### src/rtl/stack_mp.sv
// ---------------------------------------------------------------------------
// stack_mp -- multi-port LIFO
//
// Accepts up to PUSH writes and POP reads per cycle. A pop and a push in the
// same cycle resolve as pop-then-push. The top POP entries are always
// presented on rd. The module reports occupancy and raises a one-cycle error
// pulse.
//
// Parameters
//   DATA   entry width in bits
//   DEPTH  number of entries; must be >= max(PUSH, POP), and a power of two
//          when STACK_WRAP_EN is defined
//   PUSH   push lanes per cycle
//   POP    pop lanes per cycle
//   CNT    count width, derived as $clog2(DEPTH+1); do not override
//
// Ports
//   clk    in   rising-edge clock
//   reset  in   synchronous, active-high reset
//   push   in   [PUSH]        push lane enables (contiguous run from bit 0)
//   wd     in   [PUSH][DATA]  push data; wd[npush-1] becomes the new top
//   pop    in   [POP]         pop lane enables (contiguous run from bit 0)
//   rd     out  [POP][DATA]   rd[0]=top, rd[1]=top-1 ...; 0 when not valid
//   v      out  [POP]         v[i]=1 iff count > i
//   count  out  [CNT]         current occupancy, 0..DEPTH
//   busy   out  count > DEPTH-PUSH
//   err    out  registered pulse: overflow reject or underflow last cycle
//
// Configuration macro: STACK_WRAP_EN
//   defined   : circular storage. Pushes are never rejected, the oldest
//               entries are overwritten, count saturates at DEPTH, and busy
//               is tied to 0. Underflow still raises err.
//   undefined : a push group that does not fit is rejected as a whole.
// ---------------------------------------------------------------------------
module stack_mp #(
    parameter int unsigned DATA  = 32,
    parameter int unsigned DEPTH = 16,
    parameter int unsigned PUSH  = 2,
    parameter int unsigned POP   = 2,
    parameter int unsigned CNT   = $clog2(DEPTH + 1)
) (
    input  logic                       clk,
    input  logic                       reset,
    input  logic [PUSH-1:0]            push,
    input  logic [PUSH-1:0][DATA-1:0]  wd,
    input  logic [POP-1:0]             pop,
    output logic [POP-1:0][DATA-1:0]   rd,
    output logic [POP-1:0]             v,
    output logic [CNT-1:0]             count,
    output logic                       busy,
    output logic                       err
);

    // All pointer and count arithmetic uses one spare bit, so intermediate
    // sums such as base+npush cannot overflow.
    localparam int unsigned W  = CNT + 1;
    localparam int unsigned AW = (DEPTH > 1) ? $clog2(DEPTH) : 1;
    localparam logic [W-1:0] DEPTH_W = W'(DEPTH);

    // Storage is deliberately not reset.
    logic [DATA-1:0] r_mem [DEPTH];
    logic [CNT-1:0]  r_count;
    logic [CNT-1:0]  r_ptr;      // next free slot (mod DEPTH when wrapping)
    logic            r_err;

    logic [W-1:0]    w_count;
    logic [W-1:0]    w_ptr;
    logic [W-1:0]    w_npush;
    logic [W-1:0]    w_npop;
    logic            w_push_run;
    logic            w_pop_run;
    logic            w_underflow;
    logic [W-1:0]    w_npop_eff;
    logic [W-1:0]    w_base;
    logic [W-1:0]    w_ptr_base;
    logic [W-1:0]    w_sum;
    logic            w_accept;
    logic            w_err_next;
    logic [W-1:0]    w_next_count;
    logic [W-1:0]    w_next_ptr;
    logic [AW-1:0]   w_wr_addr [PUSH];
    logic [AW-1:0]   w_rd_addr [POP];

    assign w_count = W'(r_count);
    assign w_ptr   = W'(r_ptr);

    // Lane decode: length of the run of 1s starting at bit 0. Any lane
    // after the first 0 is ignored.
    always_comb begin
        w_npush    = '0;
        w_push_run = 1'b1;
        for (int unsigned i = 0; i < PUSH; i++) begin
            if (w_push_run && push[i]) begin
                w_npush = w_npush + W'(1);
            end else begin
                w_push_run = 1'b0;
            end
        end
    end

    always_comb begin
        w_npop    = '0;
        w_pop_run = 1'b1;
        for (int unsigned i = 0; i < POP; i++) begin
            if (w_pop_run && pop[i]) begin
                w_npop = w_npop + W'(1);
            end else begin
                w_pop_run = 1'b0;
            end
        end
    end

    // Pop first: remove only the entries that exist. The push group then
    // lands on top of what remains.
    always_comb begin
        w_underflow = (w_npop > w_count);
        w_npop_eff  = w_underflow ? w_count : w_npop;
        w_base      = w_count - w_npop_eff;
        w_ptr_base  = w_ptr - w_npop_eff;
        w_sum       = w_base + w_npush;
    end

`ifdef STACK_WRAP_EN
    localparam logic [W-1:0] PTR_MASK = W'(DEPTH - 1);

    // Circular storage: accept every push, keep the newest DEPTH entries.
    always_comb begin
        w_accept     = 1'b1;
        w_err_next   = w_underflow;
        w_next_count = (w_sum > DEPTH_W) ? DEPTH_W : w_sum;
        w_next_ptr   = (w_ptr_base + w_npush) & PTR_MASK;
    end

    assign busy = 1'b0;
`else
    logic w_overflow;

    // A group that does not fit is dropped whole. The pops still happen.
    always_comb begin
        w_overflow   = (w_sum > DEPTH_W);
        w_accept     = !w_overflow;
        w_err_next   = w_underflow | w_overflow;
        w_next_count = w_accept ? w_sum : w_base;
        w_next_ptr   = w_accept ? (w_ptr_base + w_npush) : w_ptr_base;
    end

    assign busy = (w_count > (DEPTH_W - W'(PUSH)));
`endif

    // Truncating to AW bits performs the mod-DEPTH wrap for a power-of-two
    // DEPTH. Without wrap, the slot is always in range whenever it is used.
    always_comb begin
        for (int unsigned i = 0; i < PUSH; i++) begin
            w_wr_addr[i] = AW'(w_ptr_base + W'(i));
        end
        for (int unsigned i = 0; i < POP; i++) begin
            w_rd_addr[i] = AW'(w_ptr - W'(1) - W'(i));
        end
    end

    // Storage write. A slot freed by a pop this cycle may be rewritten here.
    // Lanes write distinct slots because DEPTH >= PUSH.
    always_ff @(posedge clk) begin
        if (!reset && w_accept) begin
            for (int unsigned i = 0; i < PUSH; i++) begin
                if (W'(i) < w_npush) begin
                    r_mem[w_wr_addr[i]] <= wd[i];
                end
            end
        end
    end

    always_ff @(posedge clk) begin
        if (reset) begin
            r_count <= '0;
            r_ptr   <= '0;
            r_err   <= 1'b0;
        end else begin
            r_count <= CNT'(w_next_count);
            r_ptr   <= CNT'(w_next_ptr);
            r_err   <= w_err_next;
        end
    end

    // The read side is combinational from storage. Invalid lanes are
    // zeroed so stale entries never leak out.
    always_comb begin
        for (int unsigned i = 0; i < POP; i++) begin
            v[i]  = (w_count > W'(i));
            rd[i] = v[i] ? r_mem[w_rd_addr[i]] : '0;
        end
    end

    assign count = r_count;
    assign err   = r_err;

endmodule

### config.mk
export PLATFORM = sky130hd
export DESIGN_NAME = stack_mp
export DESIGN_NICKNAME = d
export VERILOG_FILES = /design/src/rtl/stack_mp.sv
export SDC_FILE = /design/constraint.sdc
export NUM_CORES = 1
export LEC_CHECK = 0
export CELL_PAD_IN_SITES_DETAIL_PLACEMENT = 1
export CELL_PAD_IN_SITES_GLOBAL_PLACEMENT = 1
export CORE_AREA = 4 4 216 270
export DETAILED_ROUTE_END_ITERATION = 12
export DIE_AREA = 0 0 220 274
export GPL_TIMING_DRIVEN = 1
export PLACE_DENSITY = 0.94
export SYNTH_ARGS = -nofsm -noshare
export SYNTH_HDL_FRONTEND = slang
export SYNTH_SLANG_ARGS = --single-unit
### constraint.sdc
create_clock -name clk -period 15.3 [get_ports clk]
set_input_delay 3.06 -clock clk [delete_from_list [all_inputs] [get_ports clk]]
set_output_delay 3.06 -clock clk [all_outputs]
set_load 0.01 [all_outputs]
---- Word level (Yosys, flattened, before mapping) ----
Memories as Yosys holds them, arrays and structs flattened.
Index checks and enable logic that the tools add are counted.
cells by class
  bitwise logic cells ..................... 1
  add/subtract/negate cells ............... 9
  reductions and logical operators ........ 5
  mux-type cells .......................... 17
  order comparisons ....................... 7
operator list
  kind                                                                             number
  32-bit 2-to-1 mux                                                                2
  1-bit by 6-bit < comparator with 1-bit output, first input constant              2
  6-bit 2-to-1 mux                                                                 2
  5-bit by 1-bit greater-than comparator with 1-bit output, second input constant  2
  1-bit 2-to-1 mux                                                                 10
  5-bit 2-to-1 mux                                                                 2
  4-bit by 1-bit subtractor with 4-bit output, second input constant               2
  6-bit by 1-bit adder with 6-bit output, second input constant                    1
  6-bit by 2-bit adder with 6-bit output                                           1
  6-bit by 5-bit greater-than comparator with 1-bit output                         1
  6-bit by 5-bit greater-than comparator with 1-bit output, second input constant  1
  5-bit by 6-bit subtractor with 6-bit output                                      1
  5-bit by 2-bit adder with 5-bit output                                           1
  5-bit by 4-bit greater-than comparator with 1-bit output, second input constant  1
  5-bit subtractor                                                                 1
  4-bit by 1-bit adder with 4-bit output, second input constant                    1
  1-bit logical AND                                                                3
  1-bit by 1-bit adder with 2-bit output, second input constant                    1
  1-bit zero test                                                                  2
  2-bit 2-to-1 mux                                                                 1
  1-bit bitwise OR                                                                 1
storage, ports and cells
  memory bits (writable) .................. 512
  flip-flop bits (word level) ............. 11
  word-level logic and storage cells ...... 43
  bits of input ports ..................... 70
  memories ................................ 1
  output and inout bits ................... 73
memories
  memory  words  width  read ports  clocked after Yosys merged registers in  write ports  line  source
  r_mem   16     32     2           0                                        2            61    logic [DATA-1:0] r_mem [DEPTH];

---- Longest topological paths before layout ----
  word-level depth ........................ 12
  depth in mapped cells ................... 20
  depth with buffers taken out ............ 17

---- Worst setup path after synthesis ----
No wires, ideal clock.
  path kind ............................... input port to flip-flop
  start ................................... input pop[0]
  end ..................................... memory r_mem[1][0] (enable)
  slack ................................... 4.679 ns
  arrival ................................. 10.120 ns
  library setup time ...................... 0.501 ns
  stages .................................. 17
  required time ........................... 14.799 ns
  path buffers ............................ 2
  cells stage by stage .................... and2_1 -> ha_1 -> a21oi_1 -> a21oi_1 -> nand2_1 -> mux2i_1 -> ha_1 -> fa_1 -> inv_1 -> fa_1 -> or4_1 -> a211oi_1 -> a221o_1 -> clkbuf_1 -> nor2_1 -> clkbuf_1 -> nor4_1
RTL lines
  element      line  source
  from (decl)  46    input logic [POP-1:0] pop,
  to (decl)    61

==> results.ini <==
[outcome]
outcome=completed

[timing]
tns_ps=0
worst_pin_slew_ps=1290
setup_violations=0
rsz0062_at_grt=no
clock_skew_ps=25.2
min_period_ps=9610
hold_violations=0
relSlewSlack_pct=14.0
fmaxAchievable_mhz=104
period_share_pct=62.8
finalMaxSlewViolations=0

[setup_path]
cp-end-kind=output pin
required_ps=12240
cp_data_arrival_time_ps=6550
r2r_slack_ps=8690
timing_worst_setup_path_type=reg -> out
critPathMaxFanout=73
critPathLaunchType=flop
r2r_end=r_mem[14][11]$_DFFE_PP_
r2r_start=count[1]$_SDFF_PP0_
r2r.worst_path.cells=17

[clock_network]
postCtsHoldBufs=0
cts_buffers=53
cts_tree=done
post_cts_resized=0
cts.reportedPaths.clkPinSlew_ps=70
clk_latency_ps=640
numClockSinks=522
cts_root_buf=clkbuf_16
htree_levels=2
cts_setup_buffers=0
clockBufferDepth=3

[global_routing]
grt_pass1_wl_um=154000
grt.overflow.total=0
first_global_vias=22700
antenna_found_initial=1
gr-usage-all-layers_pct=34.8
grt_start_max_net_pins=133

[hold_path]
min-delay-start=count[0]$_SDFF_PP0_
holdPathStages=3
hold_class=reg -> reg
min_to=count[0]$_SDFF_PP0_

[layout]
drive_gt1_share_pct=46.0
area_growth_pct=12.1
fillCellCount=4782
nets=2059
antennaDiodeCount=0
final_cell_mix=edfxtp_1 (512), mux2_2 (470), mux4_2 (256)
final_common_cell=edfxtp_1

[yosys]
yosysSeqAreaShare_pct=49.5
netlist.area_leader.share_pct=48.8
yosysUniqueCellTypes=47
syn_inst=1937
synth_area_leaders=edfxtp_1 (49%), mux4_2 (18%), mux2_2 (17%)
synth_flop_cell=edfxtp_1
ys_ff_latch=522
synth-warning-count=0
avgSynthCellArea_um2=16.3
synth_edf_count=512
syn_area_um2=31500
yosysTopAreaCell=edfxtp_1
synth_nets=2024
async_flop_share_pct=0

[floorplan]
die_h_um=274
initial_utilization_pct=56.4
die_w_um=220
core_area_um2=55800
num_rows=97
io_pins=143
die-area_um2=60300

[pwr]
clkPwrFrac_pct=18.0
p_total_w=0.00717
p_per_area_nw_per_um2=203
swShare_pct=42.2
intPower_w=0.00415
power_switching_w=0.00302
p_leak_nw=11.1
max-vdd-ir-drop_mv=0.170
power_frac_seq_pct=26.3
comb_power_share_pct=55.7

[routing]
ant_nets=0
wl_per_cell_um=38.1
finalWirelength_um=105000
dr.pass1.iters=8
via_per_inst=7.67
drc=0
num_vias=21100
drt-initial-drc-count=2651

[job]
cap_violations=0

[placement]
dpl.hpwl_um=59200
place_congestion=0.812
portBuffers=142

==> flip-flops by register name (all words and copies together) (netlist names) <==
name	cells
count	5
err	1
r_mem	512
r_ptr	4
==> cells in the mapped netlist (2+ instances only) <==
cell type / n
a2111oi_4: 6
a211oi_1: 131
a211oi_2: 5
a21o_1: 2
a21oi_1: 11
a41o_1: 5
and2_1: 3
buf_1: 23
buf_2: 37
buf_6: 5
clkbuf_1: 155
dfxtp_1: 10
edfxtp_1: 512
fa_1: 4
ha_1: 13
inv_1: 12
mux2_1: 15
mux2_2: 470
mux2_4: 30
mux2i_1: 66
mux4_2: 256
nand2_1: 12
nand2b_1: 2
nand3_1: 5
nand4_1: 2
nor2_1: 20
nor2b_1: 71
nor3_1: 7
nor4_1: 9
o2111ai_1: 3
o21ai_0: 7
or3_1: 3
or4_1: 2
xnor2_1: 5
xor2_1: 6
==> how the worst max path moves through the flow <==
stage                                    from                      end  cells after the start
after floorplan                        pop[0]    r_mem[1][0]$_DFFE_PP_                     17
after global routing      r_ptr[0]$_SDFF_PP0_                   rd[63]                     10
after global placement                 pop[0]   r_mem[0][17]$_DFFE_PP_                     18
after CTS                 r_ptr[0]$_SDFF_PP0_                   rd[63]                     10
final                     r_ptr[0]$_SDFF_PP0_                   rd[63]                     10
after detailed placement               pop[0]  r_mem[14][11]$_DFFE_PP_                     18
==> cell families after synthesis <==
kind of cell | synth area share (%)
other | 0.0119
AO/OA/AOI/OAI | 4.77
adder cells (fa/ha/maj) | 0.771
multiplexers | 39.2
buffers and inverters | 3.03
XOR/XNOR | 0.306
flip-flops | 49.5
AND/OR/NAND/NOR | 2.43
==> power groups by stage <==
stage / Combinational [W] / Clock (W) / Sequential (W)
3_3_place_gp: 0.00368 / 0 / 0.00188
5_1_grt: 0.00415 / 0.00135 / 0.00190
3_5_place_dp: 0.00385 / 0 / 0.00190
4_1_cts: 0.00394 / 0.00130 / 0.00188
6_report: 0.00399 / 0.00129 / 0.00189
2_1_floorplan: 0.00234 / 0 / 0.00185
==> metrics by stage <==
step | instances | worst slack, ps | utilization, % | hold WS (ps) | area, um2
global placement | 2659 | 5950 | 60.3 | 744 | 33600
finish | 2754 | 5690 | 63.2 | 795 | 35300
CTS | 2754 | 5780 | 63.2 | 808 | 35300
detailed placement | 2659 | 5790 | 60.3 | 798 | 33600
global route | 2754 | 5570 | 63.2 | 857 | 35300
floorplan | 1937 | 4680 | - | 680 | 31500
==> layer usage <==
layer	wire, um	up-vias	global-route usage, %
li1	-	8058	-
met5	14	-	0
met2	52900	1637	58.3
met3	9860	445	6.94
met4	6440	2	18.8
met1	35800	11000	42.4
==> area by class of cell <==
cell class	count	area (um2)	area share, %
multi-input cells	1183	15200	43.2
repair buffers	200	1870	5.30
clock buffers	64	1410	4.00
flip-flops and latches	522	15600	44.2
clock inverters	31	219	0.621
well taps	742	928	2.63
inverters	12	45.0	0.128
==> worst max-delay path, cell delays in order (launching register included) <==
cell	delay [ps]
dfxtp_4	800
inv_1	240
ha_4	1090
nand2_1	140
nor2_1	290
xor2_4	160
buf_4	610
buf_4	880
a211oi_1	240
a211oi_1	680
clkdlybuf4s50_1	680
No activity file was read; power rests on OpenSTA's default activity.
